--- src/rtl/adam_aes_ctr_pkg.sv ---
// Shared types, widths and the counter-block incrementer for the AES CTR-mode controller.
package adam_aes_ctr_pkg;

    localparam int unsigned BLOCK_W = 128;
    localparam int unsigned KEY_W   = 256;

    typedef enum logic [2:0] {
        IDLE      = 3'd0,
        START     = 3'd1,
        WAIT_BUSY = 3'd2,
        WAIT_DONE = 3'd3,
        OUTPUT    = 3'd4
    } state_t;

    // Increment only the low 'width' bits (mod 2^width); the nonce part above stays untouched.
    function automatic logic [BLOCK_W-1:0] ctr_inc(input logic [BLOCK_W-1:0] block,
                                                   input int unsigned        width);
        logic [BLOCK_W-1:0] mask;
        mask = {BLOCK_W{1'b1}} >> (BLOCK_W - width);
        return (block & ~mask) | ((block + {{(BLOCK_W-1){1'b0}}, 1'b1}) & mask);
    endfunction

endpackage

--- src/rtl/adam_aes_ctr_ctrl.sv ---
// CTR-mode stream controller: drives one AES encrypt per input block and XORs the
// resulting keystream with the buffered block, one block in flight.
module adam_aes_ctr_ctrl
    import adam_aes_ctr_pkg::*;
#(
    parameter int unsigned CTR_WIDTH = 32
) (
    input  logic               clk,
    input  logic               reset_n,
    input  logic               cfg_load,
    input  logic [KEY_W-1:0]   cfg_key,
    input  logic               cfg_keylen,
    input  logic [BLOCK_W-1:0] cfg_iv,
    output logic               cfg_err,
    output logic               busy,
    output logic [31:0]        block_count,
    input  logic               in_valid,
    output logic               in_ready,
    input  logic [BLOCK_W-1:0] in_data,
    input  logic               in_last,
    output logic               out_valid,
    input  logic               out_ready,
    output logic [BLOCK_W-1:0] out_data,
    output logic               out_last,
    output logic               core_encdec,
    output logic               core_start,
    input  logic               core_ready,
    input  logic               core_result_valid,
    output logic [KEY_W-1:0]   core_key,
    output logic               core_keylen,
    output logic [BLOCK_W-1:0] core_block,
    input  logic [BLOCK_W-1:0] core_result
);

    state_t             state_q, state_d;
    logic [BLOCK_W-1:0] buf_q, buf_d;
    logic               buf_last_q, buf_last_d;
    logic [BLOCK_W-1:0] ctr_q, ctr_d;
    logic [KEY_W-1:0]   key_q, key_d;
    logic               keylen_q, keylen_d;
    logic               cfg_err_q, cfg_err_d;
    logic [31:0]        cnt_q, cnt_d;
    logic               out_valid_q, out_valid_d;
    logic [BLOCK_W-1:0] out_data_q, out_data_d;
    logic               out_last_q, out_last_d;
    logic               live_q;
    logic               idle_s;
    logic               accept_s;

    // live_q keeps in_ready low while reset is asserted even though the state reads IDLE.
    assign idle_s      = (state_q == IDLE);
    assign in_ready    = idle_s && !cfg_load && live_q;
    assign accept_s    = in_valid && in_ready;

    assign cfg_err     = cfg_err_q;
    assign busy        = !idle_s;
    assign block_count = cnt_q;
    assign out_valid   = out_valid_q;
    assign out_data    = out_data_q;
    assign out_last    = out_last_q;
    assign core_encdec = 1'b1;
    assign core_key    = key_q;
    assign core_keylen = keylen_q;
    assign core_block  = ctr_q;

    // Next-state, configuration latch and datapath updates.
    always_comb begin
        state_d     = state_q;
        buf_d       = buf_q;
        buf_last_d  = buf_last_q;
        ctr_d       = ctr_q;
        key_d       = key_q;
        keylen_d    = keylen_q;
        cfg_err_d   = cfg_err_q;
        cnt_d       = cnt_q;
        out_valid_d = out_valid_q;
        out_data_d  = out_data_q;
        out_last_d  = out_last_q;
        core_start  = 1'b0;

        if (cfg_load && idle_s) begin
            key_d     = cfg_key;
            keylen_d  = cfg_keylen;
            ctr_d     = cfg_iv;
            cnt_d     = 32'd0;
            cfg_err_d = 1'b0;
        end else if (cfg_load) begin
            cfg_err_d = 1'b1;
        end else begin
            cfg_err_d = cfg_err_q;
        end

        case (state_q)
            IDLE: begin
                if (accept_s) begin
                    buf_d      = in_data;
                    buf_last_d = in_last;
                    state_d    = START;
                end else begin
                    state_d = IDLE;
                end
            end
            START: begin
                if (core_ready) begin
                    core_start = 1'b1;
                    state_d    = WAIT_BUSY;
                end else begin
                    state_d = START;
                end
            end
            // A lingering result_valid from the previous operation must not count as done.
            WAIT_BUSY: begin
                if (!core_ready) begin
                    state_d = WAIT_DONE;
                end else begin
                    state_d = WAIT_BUSY;
                end
            end
            WAIT_DONE: begin
                if (core_ready && core_result_valid) begin
                    out_data_d  = core_result ^ buf_q;
                    out_last_d  = buf_last_q;
                    out_valid_d = 1'b1;
                    ctr_d       = ctr_inc(ctr_q, CTR_WIDTH);
                    cnt_d       = cnt_q + 32'd1;
                    state_d     = OUTPUT;
                end else begin
                    state_d = WAIT_DONE;
                end
            end
            OUTPUT: begin
                if (out_ready) begin
                    out_valid_d = 1'b0;
                    state_d     = IDLE;
                end else begin
                    state_d = OUTPUT;
                end
            end
            default: begin
                out_valid_d = 1'b0;
                state_d     = IDLE;
            end
        endcase
    end

    // State and datapath registers.
    always_ff @(posedge clk or negedge reset_n) begin
        if (!reset_n) begin
            state_q     <= IDLE;
            buf_q       <= '0;
            buf_last_q  <= 1'b0;
            ctr_q       <= '0;
            key_q       <= '0;
            keylen_q    <= 1'b0;
            cfg_err_q   <= 1'b0;
            cnt_q       <= 32'd0;
            out_valid_q <= 1'b0;
            out_data_q  <= '0;
            out_last_q  <= 1'b0;
            live_q      <= 1'b0;
        end else begin
            state_q     <= state_d;
            buf_q       <= buf_d;
            buf_last_q  <= buf_last_d;
            ctr_q       <= ctr_d;
            key_q       <= key_d;
            keylen_q    <= keylen_d;
            cfg_err_q   <= cfg_err_d;
            cnt_q       <= cnt_d;
            out_valid_q <= out_valid_d;
            out_data_q  <= out_data_d;
            out_last_q  <= out_last_d;
            live_q      <= 1'b1;
        end
    end

endmodule
--- config.mk ---
export PLATFORM = sky130hd
export DESIGN_NAME = adam_aes_ctr_ctrl
export DESIGN_NICKNAME = d
export VERILOG_FILES = /design/src/rtl/adam_aes_ctr_pkg.sv /design/src/rtl/adam_aes_ctr_ctrl.sv
export SDC_FILE = /design/constraint.sdc
export NUM_CORES = 1
export LEC_CHECK = 0
export CAP_MARGIN = 20
export CELL_PAD_IN_SITES_DETAIL_PLACEMENT = 1
export CELL_PAD_IN_SITES_GLOBAL_PLACEMENT = 1
export CORE_AREA = 2 2 465 467
export DETAILED_ROUTE_END_ITERATION = 8
export DIE_AREA = 0 0 467 469
export DONT_BUFFER_PORTS = 1
export GPL_TIMING_DRIVEN = 0
export PLACE_DENSITY_LB_ADDON = 0.1
export SLEW_MARGIN = 20
export SYNTH_ARGS = -nofsm -noshare
export SYNTH_HDL_FRONTEND = slang
export SYNTH_SLANG_ARGS = --single-unit
--- constraint.sdc ---
create_clock -name clk -period 2.5 [get_ports clk]
set_clock_uncertainty 0.2 [all_clocks]
set_input_delay 0.625 -clock clk [delete_from_list [all_inputs] [get_ports clk]]
set_output_delay 0.625 -clock clk [all_outputs]
set_load 0.02 [all_outputs]
==> impl_metrics.prom <==
# TYPE chip_impl_metric gauge
chip_impl_metric{name="setup-violations-final",unit=""} 114
chip_impl_metric{name="timing.final.crit_share",unit="%"} 110
chip_impl_info{name="r2r-end",value="buf_q[120]$_DFFE_PN0P_"} 1
chip_impl_metric{name="grtUsageTotal",unit="%"} 14.3
chip_impl_info{name="crit_path_start",value="state_q[1]$_DFF_PN0_"} 1
chip_impl_metric{name="detail_route.drc_violations",unit=""} 0
chip_impl_metric{name="max_cap_violations",unit=""} 0
chip_impl_metric{name="required",unit="ns"} 1.67
chip_impl_metric{name="first_global_vias",unit=""} 24900
chip_impl_metric{name="r2r.worst_path.cells",unit=""} 8
chip_impl_metric{name="ys.warnings.count",unit=""} 0
chip_impl_metric{name="synth_area_per_cell",unit="um2"} 10.0
chip_impl_metric{name="h-tree-depth",unit=""} 3
chip_impl_metric{name="pwr_density_cell",unit="nW/um2"} 1240
chip_impl_metric{name="place_area",unit="um2"} 31000
chip_impl_metric{name="final_antenna_net_count",unit=""} 0
chip_impl_info{name="area_leader_netlist",value="sky130_fd_sc_hd__dfrtp_1"} 1
chip_impl_info{name="yosys_most_used_dff",value="sky130_fd_sc_hd__dfrtp_1"} 1
chip_impl_metric{name="grt_overflow",unit=""} 0
chip_impl_metric{name="async_reset_ff_share",unit="%"} 100
chip_impl_metric{name="critical_path_arrival",unit="ns"} 1.93
chip_impl_info{name="endpoint",value="in_ready"} 1
chip_impl_metric{name="floorplan.rows",unit=""} 170
chip_impl_metric{name="synth-simple-area-share",unit="%"} 20.3
chip_impl_metric{name="post-dp-hpwl",unit="um"} 128000
chip_impl_metric{name="areaGrowthSynthToFinish",unit="%"} 51.0
chip_impl_metric{name="final-hold-violation-count",unit=""} 333
chip_impl_metric{name="dr.first_iter.drc_count",unit=""} 843
chip_impl_metric{name="via_per_inst",unit=""} 3.55
chip_impl_metric{name="synth-seq-cells",unit=""} 681
chip_impl_info{name="setup.worst_path.start_class",value="flip-flop"} 1
chip_impl_info{name="cts_tree",value="yes"} 1
chip_impl_metric{name="pin_count_of_the_biggest_net_entering_global_routing",unit=""} 682
chip_impl_info{name="rsz0062_at_grt",value="yes"} 1
chip_impl_info{name="post_synth_top_cells",value="sky130_fd_sc_hd__nand2_1 (1,260), sky130_fd_sc_hd__dfrtp_1 (681), sky130_fd_sc_hd__o21ai_0 (140)"} 1
chip_impl_metric{name="port-buffer-count",unit=""} 0
chip_impl_info{name="violations",value="hold timing, setup timing"} 1
chip_impl_metric{name="grt_antenna_before_repair",unit=""} 87
chip_impl_metric{name="yosys.area.top_type_share",unit="%"} 62.1
chip_impl_metric{name="share_of_synthesized_area_spent_on_multiplexers",unit="%"} 6.18
chip_impl_metric{name="ports",unit=""} 1201
chip_impl_metric{name="sequential_fraction_of_the_synthesis_area",unit="%"} 62.1
chip_impl_metric{name="synthesis.instances",unit=""} 2733
chip_impl_metric{name="slew_headroom",unit="%"} 42.6
chip_impl_metric{name="final_critical_path_setup_slack",unit="ns"} -0.253
chip_impl_metric{name="clock-sinks",unit=""} 681
chip_impl_metric{name="clk_pin_slew_worst_paths",unit="ns"} 0.06
chip_impl_metric{name="initial_core_util",unit="%"} 12.8
chip_impl_metric{name="fp.dieW",unit="um"} 467
chip_impl_metric{name="yosys.cell_types.count",unit=""} 61
chip_impl_metric{name="dr_total_vias",unit=""} 22900
chip_impl_metric{name="hold_buffers",unit=""} 645
chip_impl_metric{name="core_area",unit="um2"} 214000
chip_impl_metric{name="drive_above_1_share",unit="%"} 12.9
chip_impl_metric{name="die_height",unit="um"} 469
chip_impl_info{name="reg2reg_from",value="state_q[1]$_DFF_PN0_"} 1
chip_impl_metric{name="xor_and_xnor_fraction_of_the_mapped_netlist_area",unit="%"} 4.22
chip_impl_metric{name="synth-compound-area-share",unit="%"} 4.47
chip_impl_info{name="cts_root_buf",value="sky130_fd_sc_hd__clkbuf_16"} 1
chip_impl_metric{name="layout.core_utilization",unit="%"} 19.4
chip_impl_info{name="post-synth-top-count-cell",value="sky130_fd_sc_hd__nand2_1"} 1
chip_impl_metric{name="num-nets-final",unit=""} 4151
chip_impl_metric{name="leakagePower",unit="nW"} 18.7
chip_impl_metric{name="detail_route.first_pass.iterations",unit=""} 4
chip_impl_metric{name="timing_worst_slew_pin_value",unit="ns"} 0.861
chip_impl_metric{name="final.min_clock_period",unit="ns"} 2.75
chip_impl_metric{name="cts-root-to-sink-buffers",unit=""} 3
chip_impl_info{name="worst-setup-path-type",value="flip-flop to primary output"} 1
chip_impl_metric{name="synth_adder_area_share",unit="%"} 0.0912
chip_impl_metric{name="critical_path_peak_fanout",unit=""} 4
chip_impl_metric{name="clock_insertion_delay_worst_skew",unit="ns"} 0.73
chip_impl_metric{name="place.gp.congestion",unit=""} 0.747
chip_impl_metric{name="layout.cell_area.non_filler",unit="um2"} 41400
chip_impl_metric{name="slew_violations",unit=""} 0
chip_impl_metric{name="grt_first_pass_wirelength",unit="um"} 218000
chip_impl_metric{name="detail_route.wirelength",unit="um"} 163000
chip_impl_metric{name="synth_enable_flop_cells",unit=""} 0
chip_impl_metric{name="timing.reg2reg.setup_slack",unit="ns"} -0.22
chip_impl_info{name="ys_top_cells_by_area",value="sky130_fd_sc_hd__dfrtp_1 (62%), sky130_fd_sc_hd__nand2_1 (17%), sky130_fd_sc_hd__mux2_2 (4.7%), sky130_fd_sc_hd__xnor2_1 (4.2%), sky130_fd_sc_hd__o21ai_0 (2.6%)"} 1
chip_impl_metric{name="die_outline_area",unit="um2"} 219000
chip_impl_metric{name="dp_slack",unit="ns"} -1.30
chip_impl_info{name="end_kind",value="primary output"} 1
chip_impl_metric{name="vdd.ir_drop.worst",unit="uV"} 543
chip_impl_info{name="synth_top_family_by_area",value="simple AND/OR/NAND/NOR gates"} 1
chip_impl_info{name="worst_hold_path_type",value="input port to async pin"} 1
chip_impl_metric{name="fin_worst_hold_slack",unit="ns"} -0.626
chip_impl_metric{name="detail_route.wl_per_cell",unit="um"} 25.3
chip_impl_metric{name="fmax",unit="MHz"} 363
chip_impl_info{name="status",value="complete, but fails checks"} 1
chip_impl_metric{name="synth_area",unit="um2"} 27400
chip_impl_metric{name="numCtsBuffers",unit=""} 97
## stage by stage
stage / setup TNS (ns) / total power, mW / std cells
3_5_place_dp: -426.48 / 36.7 / 5573
2_1_floorplan: 0 / 30.1 / 2734
3_3_place_gp: -625.36 / 36.4 / 5572
6_report: -13.76 / 51.5 / 6449
5_1_grt: -27.81 / 54.9 / 6434
4_1_cts: -18.09 / 52.6 / 6397
## cell families after synthesis
family / Yosys count
AND/OR/NAND/NOR: 1400
flip-flops: 681
AO/OA/AOI/OAI: 210
buffers and inverters: 154
multiplexers: 153
XOR/XNOR: 132
adder cells (fa/ha/maj): 2
other: 1
## cell usage in the layout (no fill, tap or decap), types with 14 or more instances in the layout
master,count
sky130_fd_sc_hd__clkbuf_1,51
sky130_fd_sc_hd__clkbuf_2,52
sky130_fd_sc_hd__nand4_1,18
sky130_fd_sc_hd__buf_2,16
sky130_fd_sc_hd__nand3_1,31
sky130_fd_sc_hd__diode_2,39
sky130_fd_sc_hd__dfrtp_1,650
sky130_fd_sc_hd__clkbuf_8,27
sky130_fd_sc_hd__mux2_2,114
sky130_fd_sc_hd__mux2_1,16
sky130_fd_sc_hd__a21oi_1,14
sky130_fd_sc_hd__buf_6,19
sky130_fd_sc_hd__buf_4,24
sky130_fd_sc_hd__dfrtp_2,31
sky130_fd_sc_hd__dlygate4sd3_1,645
sky130_fd_sc_hd__xnor2_1,131
sky130_fd_sc_hd__mux2i_1,23
sky130_fd_sc_hd__nand2_1,1257
sky130_fd_sc_hd__clkbuf_4,22
sky130_fd_sc_hd__clkbuf_16,97
sky130_fd_sc_hd__nor2_1,30
sky130_fd_sc_hd__o21ai_0,140
## final cells by class
cell class / count / area [um2]
fill: 24700 / 172000
sequential: 681 / 17100
multi-input combinational: 1899 / 9820
timing repair buffer: 668 / 6760
tap: 2838 / 3550
clock buffer: 155 / 2910
buffer: 140 / 895
clock inverter: 16 / 260
antenna: 39 / 97.6
inverter: 13 / 51.3
## worst max-delay path, cell delays in order (launching register included)
cell                      delay (ns)
sky130_fd_sc_hd__dfrtp_1        0.37
sky130_fd_sc_hd__buf_6          0.13
sky130_fd_sc_hd__nor3_4         0.23
sky130_fd_sc_hd__inv_4          0.09
sky130_fd_sc_hd__nor3b_4        0.39
## how the worst min path moves through the flow
stage / end / slack (ns) / cells past startpoint
after floorplan: block_count[0]$_DFF_PN0_ / 0.13 / 0
after global placement: core_key[116]$_DFFE_PN0P_ / 0.17 / 0
after detailed placement: core_key[116]$_DFFE_PN0P_ / 0.16 / 0
after CTS: out_data[62]$_DFFE_PN0P_ / -0.68 / 0
after global routing: out_data[62]$_DFFE_PN0P_ / -0.71 / 0
final: out_data[62]$_DFFE_PN0P_ / -0.63 / 0
## timing repair
item | CTS | global route
setup endpoints to repair | 679 | 469
gates resized for setup | 145 | 74
hold endpoints to repair | 1327 | 333
buffers inserted | 8 | 10
pin swaps | 6 | 5
## state kept, by name, indices dropped and copies added, names as in the netlist
signal and cells:
block_count 32, buf_q 128, cfg_err 1, out_last 1
buf_last_q 1, core_key 256, live_q 1, state_q 3
out_data 128, core_block 128, out_valid 1, core_keylen 1
## power by group
| part | internal (mW) | switching [mW] | leakage [nW] |
|---|---|---|---|
| logic | 4.64 | 5.90 | 8.65 |
| clock network | 8.17 | 5.94 | 1.54 |
| registers | 15.9 | 10.9 | 8.46 |
| total | 28.7 | 22.8 | 18.7 |
## layer usage
| layer | up-vias | global-route usage, % | share of wire [%] |
|---|---|---|---|
| met5 | - | 0 | 0.18 |
| met4 | 48 | 4.39 | 3.1 |
| met3 | 252 | 6.15 | 9.4 |
| met2 | 899 | 25.0 | 50 |
| met1 | 11300 | 15.5 | 37 |
| li1 | 10400 | - | - |
No activity file was read; power rests on OpenSTA's default activity.
